<file path="src/rtl/condiciona_botoes_pkg.sv">
`default_nettype none
// ============================================================================
// Module : condiciona_botoes_pkg
// Brief  : Shared game constants: button-conditioner FSM state codes,
//          default debounce length and a one-hot helper.
// Rev    : 1.0 - initial release
// ============================================================================
package condiciona_botoes_pkg;

   localparam int NUM_BOTOES             = 4;
   localparam int DEBOUNCE_CICLOS_PADRAO = 50000;

   // State codes are shown directly on the hexa7seg debug display
   typedef enum logic [3:0] {
      OCIOSO         = 4'd0,
      FILTRA_PRESSAO = 4'd1,
      PRESSIONADO    = 4'd2,
      FILTRA_SOLTURA = 4'd3,
      INVALIDO       = 4'd4
   } estado_t;

   // True when exactly one button is pressed
   function automatic logic eh_one_hot(input logic [NUM_BOTOES-1:0] v);
      return (v != '0) && ((v & (v - 1'b1)) == '0);
   endfunction

endpackage : condiciona_botoes_pkg
`default_nettype wire

</file>
<file path="src/rtl/sincronizador_2ff.sv">
`default_nettype none
// ============================================================================
// Module : sincronizador_2ff
// Brief  : Two flip-flop synchronizer for asynchronous button levels.
// Rev    : 1.0 - initial release
// ============================================================================
module sincronizador_2ff #(
   parameter int LARGURA = 4
) (
   input  logic               clock,
   input  logic               reset,
   input  logic [LARGURA-1:0] d,
   output logic [LARGURA-1:0] q
);

   logic [LARGURA-1:0] meta_q;
   logic [LARGURA-1:0] sinc_q;

   // First stage may go metastable; second stage gives it a cycle to settle
   always_ff @(posedge clock or negedge reset) begin
      if (!reset) begin
         meta_q <= '0;
         sinc_q <= '0;
      end else begin
         meta_q <= d;
         sinc_q <= meta_q;
      end
   end

   assign q = sinc_q;

endmodule : sincronizador_2ff
`default_nettype wire

</file>
<file path="src/rtl/condiciona_botoes.sv">
`default_nettype none
// ============================================================================
// Module : condiciona_botoes
// Brief  : Synchronizes and debounces the four game buttons, producing a
//          held one-hot jogada plus single-cycle accept / invalid pulses.
// Rev    : 1.0 - initial release
// ============================================================================
module condiciona_botoes
   import condiciona_botoes_pkg::*;
#(
   parameter int DEBOUNCE_CICLOS = DEBOUNCE_CICLOS_PADRAO
) (
   input  logic                  clock,
   input  logic                  reset,
   input  logic [NUM_BOTOES-1:0] botoes,
   output logic [NUM_BOTOES-1:0] jogada,
   output logic                  jogada_feita,
   output logic                  botao_invalido,
   output logic [3:0]            db_estado,
   output logic [NUM_BOTOES-1:0] db_botoes_estaveis
);

   localparam int              CW     = $clog2(DEBOUNCE_CICLOS);
   localparam logic [CW-1:0]   ULTIMO = CW'(DEBOUNCE_CICLOS - 1);

   logic [NUM_BOTOES-1:0] sinc;

   estado_t               estado_q,         estado_d;
   logic [CW-1:0]         cnt_q,            cnt_d;
   logic [NUM_BOTOES-1:0] candidato_q,      candidato_d;
   logic [NUM_BOTOES-1:0] jogada_q,         jogada_d;
   logic                  jogada_feita_q,   jogada_feita_d;
   logic                  botao_invalido_q, botao_invalido_d;

   sincronizador_2ff #(
      .LARGURA (NUM_BOTOES)
   ) u_sinc (
      .clock (clock),
      .reset (reset),
      .d     (botoes),
      .q     (sinc)
   );

   // Next-state logic; the counter is cleared on every state change and
   // stops at ULTIMO because reaching it always leaves the filter state
   always_comb begin
      estado_d         = estado_q;
      cnt_d            = cnt_q;
      candidato_d      = candidato_q;
      jogada_d         = jogada_q;
      jogada_feita_d   = 1'b0;
      botao_invalido_d = 1'b0;
      case (estado_q)
         OCIOSO: begin
            if (sinc != '0) begin
               candidato_d = sinc;
               cnt_d       = '0;
               estado_d    = FILTRA_PRESSAO;
            end
         end
         FILTRA_PRESSAO: begin
            if (sinc == '0) begin
               cnt_d    = '0;
               estado_d = OCIOSO;
            end else if (sinc != candidato_q) begin
               candidato_d = sinc;
               cnt_d       = '0;
            end else if (cnt_q == ULTIMO) begin
               cnt_d = '0;
               if (eh_one_hot(candidato_q)) begin
                  jogada_d       = candidato_q;
                  jogada_feita_d = 1'b1;
                  estado_d       = PRESSIONADO;
               end else begin
                  botao_invalido_d = 1'b1;
                  estado_d         = INVALIDO;
               end
            end else begin
               cnt_d = cnt_q + 1'b1;
            end
         end
         PRESSIONADO, INVALIDO: begin
            if (sinc == '0) begin
               cnt_d    = '0;
               estado_d = FILTRA_SOLTURA;
            end
         end
         FILTRA_SOLTURA: begin
            if (sinc != '0) begin
               cnt_d    = '0;
               estado_d = PRESSIONADO;
            end else if (cnt_q == ULTIMO) begin
               cnt_d    = '0;
               estado_d = OCIOSO;
            end else begin
               cnt_d = cnt_q + 1'b1;
            end
         end
         default: begin
            cnt_d    = '0;
            estado_d = OCIOSO;
         end
      endcase
   end

   // State and registered outputs; reset clears everything asynchronously
   always_ff @(posedge clock or negedge reset) begin
      if (!reset) begin
         estado_q         <= OCIOSO;
         cnt_q            <= '0;
         candidato_q      <= '0;
         jogada_q         <= '0;
         jogada_feita_q   <= 1'b0;
         botao_invalido_q <= 1'b0;
      end else begin
         estado_q         <= estado_d;
         cnt_q            <= cnt_d;
         candidato_q      <= candidato_d;
         jogada_q         <= jogada_d;
         jogada_feita_q   <= jogada_feita_d;
         botao_invalido_q <= botao_invalido_d;
      end
   end

   assign jogada             = jogada_q;
   assign jogada_feita       = jogada_feita_q;
   assign botao_invalido     = botao_invalido_q;
   assign db_estado          = estado_q;
   assign db_botoes_estaveis = sinc;

endmodule : condiciona_botoes
`default_nettype wire

</file>
<file path="config.mk">
export PLATFORM = sky130hd
export DESIGN_NAME = condiciona_botoes
export DESIGN_NICKNAME = d
export VERILOG_FILES = /design/src/rtl/condiciona_botoes_pkg.sv /design/src/rtl/sincronizador_2ff.sv /design/src/rtl/condiciona_botoes.sv
export SDC_FILE = /design/constraint.sdc
export NUM_CORES = 1
export LEC_CHECK = 0
export ABC_AREA = 1
export CORE_MARGIN = 2
export CORE_UTILIZATION = 57
export DETAILED_ROUTE_END_ITERATION = 16
export PLACE_DENSITY = 0.83
export SYNTH_ARGS = -nofsm -noshare
export SYNTH_HDL_FRONTEND = slang
export SYNTH_HIERARCHICAL = 1
export SYNTH_SLANG_ARGS = --single-unit
</file>
<file path="constraint.sdc">
create_clock -name clock -period 1.75 [get_ports clock]
set_input_delay 0.35 -clock clock [delete_from_list [all_inputs] [get_ports clock]]
set_output_delay 0.35 -clock clock [all_outputs]
set_load 0.02 [all_outputs]
</file>
After elaboration in Yosys (flattened, before gate mapping)
Cells that the tools add are included.
- multiplexer cells: 30
- add/subtract/negate cells: 2
- reductions and logical operators: 12
- bitwise logic cells: 3
- equality and inequality tests: 13
- operators with widths (cell ; count):
    $mux W16 ; 6
    $pmux W16 S4 ; 1
    $mux W4 ; 10
    $add A16 B1 Y16 const B ; 1
    $eq A16 B16 Y1 const B ; 1
    $pmux W4 S4 ; 1
    $logic_not A4 Y1 ; 3
    $mux W1 ; 10
    $reduce_and A5 Y1 ; 2
    $ne A3 B3 Y1 const B ; 3
    $eq A4 B2 Y1 const B ; 2
    $ne A2 B2 Y1 const B ; 4
    $pmux W4 S2 ; 1
    $reduce_bool A4 Y1 ; 2
    $and A4 B4 Y4 ; 1
    $eq A4 B1 Y1 const B ; 1
    $eq A4 B3 Y1 const B ; 1
    $ne A4 B4 Y1 ; 1
    $reduce_and A4 Y1 ; 1
    $sub A4 B1 Y4 const B ; 1
    $mux W3 ; 1
    $not A1 Y1 ; 2
    $reduce_and A2 Y1 ; 1
    $reduce_bool A2 Y1 ; 1
    other kinds (2) ; 2
- logic and storage cells: 68
- bits of input ports: 6
- output and inout bits: 14
- register bits: 38

Depth between registers and ports, before layout
Gate-level depths: netlist of the first run.
- depth in word-level cells: 9
- depth in mapped cells: 12
- mapped depth without buffers: 11

Modules after synthesis
The synthesis of the first run kept the hierarchy.
- modules (own cells, without submodules) (module ; area each (µm²) ; cells an instance ; times used ; seq. area each (µm²)):
    condiciona_botoes ; 1936.9 ; 285 ; 1 ; 725.7
    sincronizador_2ff ; 200.2 ; 8 ; 1 ; 200.2

Worst setup path after synthesis of the first run
OpenSTA, ideal clock, no wires.
- path type: register to register
- from: reg u_sinc.sinc_q[0] (netlist: u_sinc/q[0])
- to: reg cnt_q[9]
- setup time: 114 ps
- data arrival time: 1348 ps
- path slack: 288 ps
- clock period less this slack: 1462 ps
- stages on the path, launching flop included: 10
- required time: 1636 ps
- buffers on the path: 1
- path through: dfrtp_1 > inv_2 > nand2_2 > nor2_8 > nand3_2 > nand2_2 > buf_2 > o21bai_1 > nand3_1 > inv_1
- word-level cells in the longest chain between the ends: 4
- elaborated cells on any way between the ends: 10
- classes of those cells: eq/ne: 3; mux: 4; reduce/logical: 3
- ends and longest elaborated chain (item ; RTL line ; source):
    from (decl) ; sincronizador_2ff.sv:17 ; logic [LARGURA-1:0] sinc_q;
    from (signal assigned) ; sincronizador_2ff.sv:26 ; sinc_q <= meta_q;
    $ne A4 B4 Y1 ; condiciona_botoes.sv:65 ; end else if (sinc != candidato_q) begin
    $mux W16 ; condiciona_botoes.sv:65 ;
    $mux W16 ; condiciona_botoes.sv:62 ; if (sinc == '0) begin
    $pmux W16 S4 ; condiciona_botoes.sv:53 ; case (estado_q)
    to (signal assigned) ; condiciona_botoes.sv:117 ; cnt_q <= cnt_d;
    to (decl) ; condiciona_botoes.sv:29 ; logic [CW-1:0] cnt_q, cnt_d;
Parallel ways exist; a longest one is shown, timed or not.
A chain may end at the register's enable or synchronous reset.

Final worst setup path of the first run
- from: reg estado_q[0] (netlist: db_estado[0])
- to: out db_estado[0]
- RTL lines (item ; RTL line ; source):
    from (decl) ; condiciona_botoes.sv:28 ; estado_t estado_q, estado_d;
    from (signal assigned) ; condiciona_botoes.sv:116 ; estado_q <= estado_d;
    to (decl) ; condiciona_botoes.sv:19 ; output logic [3:0] db_estado,
No word-level cell between the ends.

==> results of run 1 <==
where the power goes:
| part | total (mW) | internal, mW | switching (mW) |
|---|---|---|---|
| Sequential | 1.08 | 0.952 | 0.131 |
| Clock | 0.733 | 0.428 | 0.306 |
| Combinational | 0.887 | 0.303 | 0.584 |
| Total | 2.70 | 1.68 | 1.02 |
cells by family after synthesis:
group	Yosys count
buf+inv	47
simple gates	184
compound gates	17
flops	37
xor+xnor	6
fa+ha+maj	1
other cells	1
stage by stage:
stage	hold slack [ps]	total power [mW]
2_1_floorplan	54.4	1.72
3_3_place_gp	319	1.94
3_5_place_dp	323	1.98
4_1_cts	10.0	2.70
5_1_grt	22.7	2.87
6_report	-8.84	2.70
metal layers:
metal,vias to the layer above,share of wire (%)
met5,-,0
met4,0,1.1
met3,7,7.6
met2,86,47
met1,873,45
li1,976,-
timing repair:
item                       4_1_cts  5_1_grt
pin swaps                        0        1
resized for setup                2        1
setup endpoints to repair        2        6
setup buffers                    0        3
layout by cell type (no fill, tap or decap), drive strengths merged:
cell / instances
a21oi: 1
a31oi: 1
buf: 7
bufinv: 1
clkbuf: 6
clkdlybuf4s50: 15
clkinv: 2
conb: 1
dfrtp: 37
dlygate4sd2: 2
ha: 1
inv: 41
nand2: 99
nand3: 34
nand4: 12
nor2: 38
o211ai: 1
o21a: 1
o21ai: 12
o21bai: 1
or2: 1
xnor2: 3
xor2: 3
path summary, 6_finish.rpt:
path                       cells past startpoint      endpoint              from
setup / recovery                               1  db_estado[0]      db_estado[0]
hold / removal                                 1     jogada[0]             reset
setup reg to reg                              10  db_estado[2]          cnt_q[0]
hold reg to reg                                0   u_sinc/q[1]  u_sinc/meta_q[1]
max in group asynchronous                      2      cnt_q[2]             reset
min in group clock                             0   u_sinc/q[1]  u_sinc/meta_q[1]
registers in the layout, indices dropped and copies added (netlist names):
signal,cells
cnt_q,16
candidato_q,4
jogada,4
u_sinc/meta_q,4
u_sinc/q,4
db_estado,3
botao_invalido,1
jogada_feita,1
area by class of cell:
cell class / instances / share of cell area, %
inverter: 42 / 6.34
clock inverter: 2 / 1.55
clock buffer: 6 / 2.89
tap: 48 / 2.40
timing repair buffer: 24 / 9.18
sequential: 37 / 36.9
multi-input combinational: 209 / 40.7
==> metrics.txt, run 1 <==
post-route non-filler standard cell count 368; number of standard-cell rows in the floorplan 22; clock-pin slew on the worst setup and hold paths 70 ps; series of cell instances along the critical path clkdlybuf4s50_1; clock network latency to the later pin of the worst-skew pair a little under 300 ps; setup ws final 47.6 ps; DRC violations left 0; post-layout minimum cycle time 1700 ps; fraction of final layout cells sized beyond drive strength 1 13.1%; number of iterations in the first detailed-routing pass 5; largest vdd supply drop 1.07 mV; startpoint types flop; syn nets 300; final worst path period share 97.3%; critical setup path kind reg2out; Overall Global Routing Usage between 20% and 30%; cell accounting for the most synthesized area sky130_fd_sc_hd__dfrtp_1; initial antenna violation count 0; synthesized-area fraction occupied by adder cells less than 1%; sink count of the clock tree 37; Hold Fails Final Rpt 14; violation count after the first detailed-routing iteration 129; number of maximum-capacitance constraint violations 0; clk_skew 4.95 ps; remaining antenna violation count after routing 0; total leakage power about 1.3 nW; share of async-settable or async-resettable flops after synthesis 100%; share of the synthesized netlist area taken by xor and xnor gates under 10%; maximum number of pins on one net before global-route repair 20; combinational family with the most area after synthesis simple AND/OR/NAND/NOR gates; multi-input combinational cell area 1020 µm²; outcome complete, but fails checks; dominant cells by area after synthesis sky130_fd_sc_hd__dfrtp_1, sky130_fd_sc_hd__nand2_1, sky130_fd_sc_hd__nand3_1; final setup vio count 0; dominant cell by count in the synthesized netlist sky130_fd_sc_hd__nand2_1; io pins 20; via count of the first global-routing pass 1792; met2 GRT Util 37.9%; Post-synth top flop sky130_fd_sc_hd__dfrtp_1; part of the Yosys area used for sequential elements 43.3%; worst-case register-to-register setup slack roughly 160 ps; clock tree from TritonCTS built; leading post-synthesis cells by instance count sky130_fd_sc_hd__nand2_1, sky130_fd_sc_hd__dfrtp_1, sky130_fd_sc_hd__inv_1; Data required, critical path 1400 ps; mean cell area of the mapped netlist 7.29 µm²; Synth Area in Compound Gates 4.39%; slowest cell on the critical path sky130_fd_sc_hd__clkdlybuf4s50_1; total congestion overflow after global routing 0; worst slack at placement 130 ps; die height 65.2 µm; footprint of the flip-flops and latches 926 µm²; vias per std cell 5.28; filler cell count in the final layout 304; number of buffers added on ports 18; die outline area 4250 µm²; worst slack on hold paths -8.84 ps; core area 3630 µm²; Worst setup EP type primary output; fraction of synthesized area in multiplexers 0%; number of distinct library cell variants in the gate-level netlist after synthesis 31; total CTS buffers 5; post-synthesis register bit count 37; power per standard cell area 1080 nW/µm²; post-synth design cell area approximately 2100 µm²; effective utilization at floorplan 58.8%; first-pass GRT wire length 7.92 mm; EDFF count, synth 0; CTS Buffer Depth 2; area share of the largest cell type after synthesis 43.3%; overall via count from detail_route a little under 2000; Final Cell Area 2510 µm²; critical path fanouts, max 5; simple-gate area share of the yosys netlist 40.0%; number of nets in the layout 326; GPL Wtd Cong approximately 0.93; master cell of the clock root buffer sky130_fd_sc_hd__clkbuf_8; YS warnings 6; Post-Route WL 4.63 mm; DP Cell Count 357; total buffers and inverters traversed by the critical path 1; largest delay contributor family on the critical path buffers and inverters; number of instances in the synthesized netlist approximately 300; routed length per instance 12.6 µm; Util after Layout 69.0%; endpoint arrival time on the critical path 1350 ps; met1 routing resource usage after global routing 33.3%; total half-perimeter wirelength after legalization and detailed placement 3.31 mm; Die Width 65.2 µm; class of the tightest hold or removal check in2async; met3 GRT Util 4.79%; placed instance area 2370 µm²; maximum operating frequency 587 MHz; post-synthesis to final-layout area growth 17.3%; final slew viol count 0; routing layer with the top usage in global route met2; H-Tree Level Count 2; failing checks hold timing; count of hold-fix buffers inserted at cts 0; Slowest Stage Delay on Critical Path 630 ps; number of diodes 0; Total Negative Setup Slacks 0 ps
Power figures use the tool's default switching activity.
==> run 2, diff against run 1 <==
Settings changed: CORE_MARGIN 2 to 1.
==> metrics.txt, run 2 (synthesis gave the netlist of run 1 again) <==
initial antenna violation count 0 (unchanged); Data required, critical path 1980 ps (+580 ps); Total Negative Setup Slacks 0 ps (unchanged); top library cells by usage in the layout, fill and taps aside sky130_fd_sc_hd__nand2_1, sky130_fd_sc_hd__dfrtp_1, sky130_fd_sc_hd__inv_1; class of the tightest hold or removal check in2async; H-Tree Level Count 2 (unchanged); number of diodes 0 (unchanged); core area 3470 µm² (-4.5%); outcome finished clean; total half-perimeter wirelength after legalization and detailed placement 3.20 mm (-3.3%); critical setup path kind reg2reg; routed length per instance 12.9 µm (+2.2%); startpoint types flop; first-pass GRT wire length 8.14 mm (+2.7%); number of iterations in the first detailed-routing pass 5 (unchanged); number of buffers added on ports 18 (unchanged); number of nets in the layout 328 (+0.61%); endpoint arrival time on the critical path 1960 ps (+610 ps); Util after Layout 72.6% (+3.6 points); largest register by flop count cnt_q; post-layout minimum cycle time 1730 ps (+27.7 ps); sink count of the clock tree 37 (unchanged); GPL Wtd Cong 0.956 (+2.5%); placed instance area 2360 µm² (-0.63%); critical path fanouts, max 5 (unchanged); power per standard cell area 1080 nW/µm² (+0.24%); master cell of the clock root buffer sky130_fd_sc_hd__clkbuf_8; Overall Global Routing Usage 26.4% (+2.3 points); Slowest Stage Delay on Critical Path 390 ps (-240 ps); Worst setup EP type flop; maximum number of pins on one net before global-route repair 38 (+90%); clock network latency to the later pin of the worst-skew pair 290 ps (about the same); CTS Buffer Depth 2 (unchanged); die outline area 4000 µm² (-6.0%); total leakage power 1.31 nW (+2.2%); violation count after the first detailed-routing iteration 210 (+63%); remaining antenna violation count after routing 0 (unchanged); Hold Fails Final Rpt 0 (-14); maximum operating frequency 578 MHz (-1.6%); count of hold-fix buffers inserted at cts 0 (unchanged); worst slack on hold paths 79.9 ps (+88.7 ps); fraction of final layout cells sized beyond drive strength 1 14.0% (+0.85 points); filler cell count in the final layout 275 (-9.5%); post-synthesis to final-layout area growth 17.8%; clock-pin slew on the worst setup and hold paths 70 ps (about the same); worst-case register-to-register setup slack 20 ps (-140 ps); clock tree from TritonCTS built; flip-flop count of the largest register, all copies and words added 16 (unchanged); slowest cell on the critical path sky130_fd_sc_hd__dfrtp_1; largest vdd supply drop 1.01 mV (-5.7%); Die Width 63.2 µm (-3.1%); effective utilization at floorplan 61.6% (+2.8 points); via count of the first global-routing pass 1812 (+1.1%); Post-Route WL 4.73 mm (+2.2%); final slew viol count 0 (unchanged); io pins 20 (unchanged); final worst path period share 98.9% (+1.6 points); overall via count from detail_route 1971 (+1.5%); DRC violations left 0 (unchanged); vias per std cell 5.36 (+1.5%); leading cell type in the layout, fill and taps excluded sky130_fd_sc_hd__nand2_1; number of standard-cell rows in the floorplan 21 (-4.5%); die height 63.2 µm (-3.1%); total CTS buffers 5 (unchanged); number of maximum-capacitance constraint violations 0 (unchanged); series of cell instances along the critical path ha_2, nand2_2, nor2_4, buf_4, nand3_1, nand2_1, nand2_1, nor2_1, nand4_1, nand3_1; Final Cell Area 2520 µm² (+0.40%); final setup vio count 0 (unchanged); total congestion overflow after global routing 0 (unchanged); clk_skew 4.61 ps (-0.340 ps)
run 2: changes by cell type in the layout (fill, tap and decap cells not counted), sizes merged:
cell / change
dlygate4sd2: -2
dlymetal6s2s: +2
buf: +2
run 2: final timing paths:
| kind | to | start | cells past startpoint |
|---|---|---|---|
| worst max-delay path | cnt_q[6] | cnt_q[1] | 10 |
| worst min-delay path | jogada[2] | reset | 2 |
| worst max register to register | cnt_q[6] | cnt_q[1] | 10 |
| worst min register to register | u_sinc/q[0] | u_sinc/meta_q[0] | 0 |
| max in group asynchronous | cnt_q[3] | reset | 2 |
| min in group clock | u_sinc/q[0] | u_sinc/meta_q[0] | 0 |
run 2: area by class of cell:
type / count / area, µm² / share of cell area [%]
Clock buffer: 6 / 72.6 / 2.88
Clock inverter: 2 / 38.8 / 1.54
Inverter: 42 / 159 / 6.31
Multi-Input combinational cell: 209 / 1020 / 40.7
Sequential cell: 37 / 926 / 36.8
Tap cell: 46 / 57.6 / 2.29
Timing Repair Buffer: 26 / 240 / 9.54
run 2: through the flow:
stage	setup WS, ps	power, mW	cells
3_3_place_gp	240	1.95	355
4_1_cts	0.812	2.71	363
5_1_grt	-101	2.89	368
2_1_floorplan	288	1.72	293
6_report	19.9	2.72	368
3_5_place_dp	177	1.97	355
run 2: layer usage:
metal	routed length (µm)	up-vias	share of wire (%)	global-route usage (%)
li1	-	974	-	-
met1	2050	896	43	34.8
met4	87	0	1.8	11.1
met2	2190	88	46	40.9
met5	0	-	0	0
met3	404	13	8.5	7.43
run 2: timing repair:
item / in CTS / in global routing
buffers inserted: 0 / 5
resized for setup: 0 / 4
endpoints found under the setup margin: 0 / 9
run 2: worst max-delay path: cells and delay by family (launching register included):
| family | cells | cell delay [ps] |
|---|---|---|
| adders and majority gates | 1 | 220 |
| buffers and inverters | 1 | 150 |
| DFF | 1 | 390 |
| and+or+nand+nor | 8 | 910 |
run 2: where the power goes:
part | switching (mW) | internal, mW
logic | 0.595 | 0.309
clock network | 0.308 | 0.428
registers | 0.130 | 0.952
total | 1.03 | 1.69
==> run 3, diff against run 2 <==
Settings changed: GPL_TIMING_DRIVEN set to 0, SYNTH_HIERARCHICAL 1 to not set.
==> metrics.txt, run 3 <==
syn nets 322 (+7.3%); vias per std cell 5.21 (-2.7%); sequential fraction of design power 35.8% (-4.0 points); dominant cell by count in the synthesized netlist sky130_fd_sc_hd__nand2_1; number of iterations in the first detailed-routing pass 5 (unchanged); worst-case register-to-register setup slack 170 ps (+150 ps); final setup vio count 0 (unchanged); routed length per instance 11.8 µm (-8.2%); outcome finished clean; total CTS buffers 5 (unchanged); overall via count from detail_route 2032 (+3.1%); number of standard-cell rows in the floorplan 22 (+4.8%); Slowest Stage Delay on Critical Path 640 ps (+250 ps); total half-perimeter wirelength after legalization and detailed placement 3.32 mm (+3.7%); unrepaired setup endpoints after global routing false; Worst Max-Slew Pin Slew 801 ps; sink count of the clock tree 37 (unchanged); die outline area 4130 µm² (+3.3%); DP Cell Count 381 (+7.3%); switching power share of the total 37.8% (-0.15 points); leading cell type in the layout, fill and taps excluded sky130_fd_sc_hd__nand2_1; initial antenna violation count 0 (unchanged); leading post-synthesis cells by instance count sky130_fd_sc_hd__nand2_1, sky130_fd_sc_hd__dfrtp_1, sky130_fd_sc_hd__nand3_1; final worst path period share 97.7% (-1.2 points); Data required, critical path 1400 ps (-580 ps); power per standard cell area 1140 nW/µm² (+5.5%); post-synthesis register bit count 37 (unchanged); WP depth 1 (-9); area share of the largest cell type after synthesis 41.9% (-1.4 points); clock network power share 29.1% (+2.1 points); count of hold-fix buffers inserted at cts 0 (unchanged); FF-to-FF Start cnt_q[10]; number of maximum-capacitance constraint violations 0 (unchanged); worst slack on hold paths 143 ps (+63.6 ps); Die Width 64.3 µm (+1.7%); share of async-settable or async-resettable flops after synthesis 100% (unchanged); clk_skew 6.47 ps (+1.86 ps); fraction of final layout cells sized beyond drive strength 1 16.1% (+2.1 points); io pins 20 (unchanged); violation count after the first detailed-routing iteration 152 (-28%); dominant cells by area after synthesis sky130_fd_sc_hd__dfrtp_1, sky130_fd_sc_hd__nand2_1, sky130_fd_sc_hd__nand3_1; top library cells by usage in the layout, fill and taps aside sky130_fd_sc_hd__nand2_1, sky130_fd_sc_hd__dfrtp_1, sky130_fd_sc_hd__nand3_1; flip-flop count of the largest register, all copies and words added 16 (unchanged); start point of the critical path db_estado[2]; effective utilization at floorplan 59.9% (-1.7 points); class of the tightest hold or removal check in2async; clock-pin slew on the worst setup and hold paths 80 ps (about the same); via count of the first global-routing pass 1838 (+1.4%); critical setup path kind reg2out; largest delay contributor family on the critical path buffers and inverters; clock network latency to the later pin of the worst-skew pair 290 ps (about the same); die height 64.3 µm (+1.7%); maximum number of pins on one net before global-route repair 38 (unchanged); clock tree from TritonCTS built; total congestion overflow after global routing 0 (unchanged); master cell of the clock root buffer sky130_fd_sc_hd__clkbuf_8; series of cell instances along the critical path clkdlybuf4s50_1; capture point of the worst reg-to-reg path cnt_q[9]; GPL Wtd Cong 0.907 (-5.2%); max-slew headroom at the worst pin a little under half; post-route non-filler standard cell count 390 (+6.0%); total buffers and inverters traversed by the critical path 1 (unchanged); number of diodes 0 (unchanged); Net Sw Power 1.13 mW (+9.0%); total leakage power 1.33 nW (+1.6%); critical path fanouts, max 5 (unchanged); post-layout minimum cycle time 1710 ps (-20.4 ps); endpoint arrival time on the critical path 1360 ps (-600 ps); cell accounting for the most synthesized area sky130_fd_sc_hd__dfrtp_1; YS warnings 0 (-6); final slew viol count 0 (unchanged); startpoint types flop; Worst setup EP type primary output; Overall Global Routing Usage 25.2% (-1.3 points); first-pass GRT wire length 8.07 mm (-0.76%); internal power component 1.85 mW (+9.7%); largest vdd supply drop 1.23 mV (+21%); core area 3690 µm² (+6.3%); Critical Path End db_estado[2]; mean cell area of the mapped netlist 7.02 µm² (-3.8%); Post-synth top flop sky130_fd_sc_hd__dfrtp_1; post-synthesis to final-layout area growth 18.1%; largest register by flop count cnt_q; CTS Buffer Depth 2 (unchanged); number of nets in the layout 348 (+6.1%); Hold Fails Final Rpt 0 (unchanged); DRC violations left 0 (unchanged); EDFF count, synth 0 (unchanged); filler cell count in the final layout 303 (+10%); slowest cell on the critical path sky130_fd_sc_hd__clkdlybuf4s50_1; Post-Route WL 4.60 mm (-2.7%); number of buffers added on ports 18 (unchanged); H-Tree Level Count 2 (unchanged); Util after Layout 70.8% (-1.8 points); post-synth design cell area 2210 µm² (+3.5%); remaining antenna violation count after routing 0 (unchanged); number of instances in the synthesized netlist 315 (+7.5%); maximum operating frequency 585 MHz (+1.2%); part of the Yosys area used for sequential elements 41.9% (-1.4 points); Combinational Power Share 35.1% (+1.9 points); Worst R2R Path Depth 8 (-2); number of distinct library cell variants in the gate-level netlist after synthesis 25 (-19%)
[run 3: cell type report]
class	count	area [µm²]	share of cell area, %
clock buffers	5	68.8	2.64
well taps	48	60.1	2.30
flip-flops and latches	37	927	35.5
multi-input cells	230	1110	42.4
clock inverters	3	65.1	2.49
inverters	42	161	6.18
repair buffers	19	185	7.09
plain buffers	6	37.5	1.44
[run 3: what timing repair did]
| item | 4_1_cts | 5_1_grt |
|---|---|---|
| buffers inserted | 0 | 1 |
| endpoints found under the setup margin | 0 | 17 |
| resized for setup | 0 | 6 |
[run 3: cell families after synthesis]
family | count (synthesis) | synth area share, %
XOR/XNOR | 4 | 1.58
AND/OR/NAND/NOR | 206 | 42.2
other | 1 | 0.170
AO/OA/AOI/OAI | 18 | 4.58
buffers and inverters | 48 | 9.00
flip-flops | 37 | 41.9
adder cells (fa/ha/maj) | 1 | 0.566
[run 3: layer usage]
layer | track usage, % | up-vias | wire length (µm)
li1 | - | 1035 | -
met4 | 8.61 | 0 | 78
met1 | 34.7 | 918 | 2110
met5 | 0 | - | 0
met2 | 38.6 | 69 | 2100
met3 | 6.07 | 10 | 318
[run 3: worst reg2reg max path: cells and delay by family, from the launching register on]
family	cells	cell delay [ps]
flip-flops	1	450
AND/OR/NAND/NOR	7	980
buffers and inverters	1	40
[run 3: through the flow]
step	setup TNS, ps	setup WS [ps]	area [µm²]	power [mW]
2_1_floorplan	0	305	2210	1.81
3_3_place_gp	-17990	-489	2450	2.07
3_5_place_dp	0	98.7	2450	2.10
4_1_cts	0	26.2	2580	2.97
5_1_grt	0	10.5	2610	3.15
6_report	0	40.3	2610	2.98
[run 3: how the worst min path moves through the flow]
stage	cells after the start	start	end	slack (ps)
after global placement	0	u_sinc.meta_q[1]	u_sinc.q[1]	330
after CTS	1	reset	cnt_q[4]	170
after global routing	1	reset	jogada[2]	220
final	1	reset	cnt_q[10]	140
after floorplan	0	reset	botao_invalido	50
after detailed placement	0	u_sinc.meta_q[3]	u_sinc.q[3]	330
[run 3: power by group through the flow]
stage          registers [mW]  clock network, mW  logic [mW]
5_1_grt                  1.08              0.922        1.15
3_5_place_dp             1.08                  0        1.03
3_3_place_gp             1.07                  0       0.999
4_1_cts                  1.06              0.884        1.03
6_report                 1.07              0.867        1.04
2_1_floorplan            1.10                  0       0.717
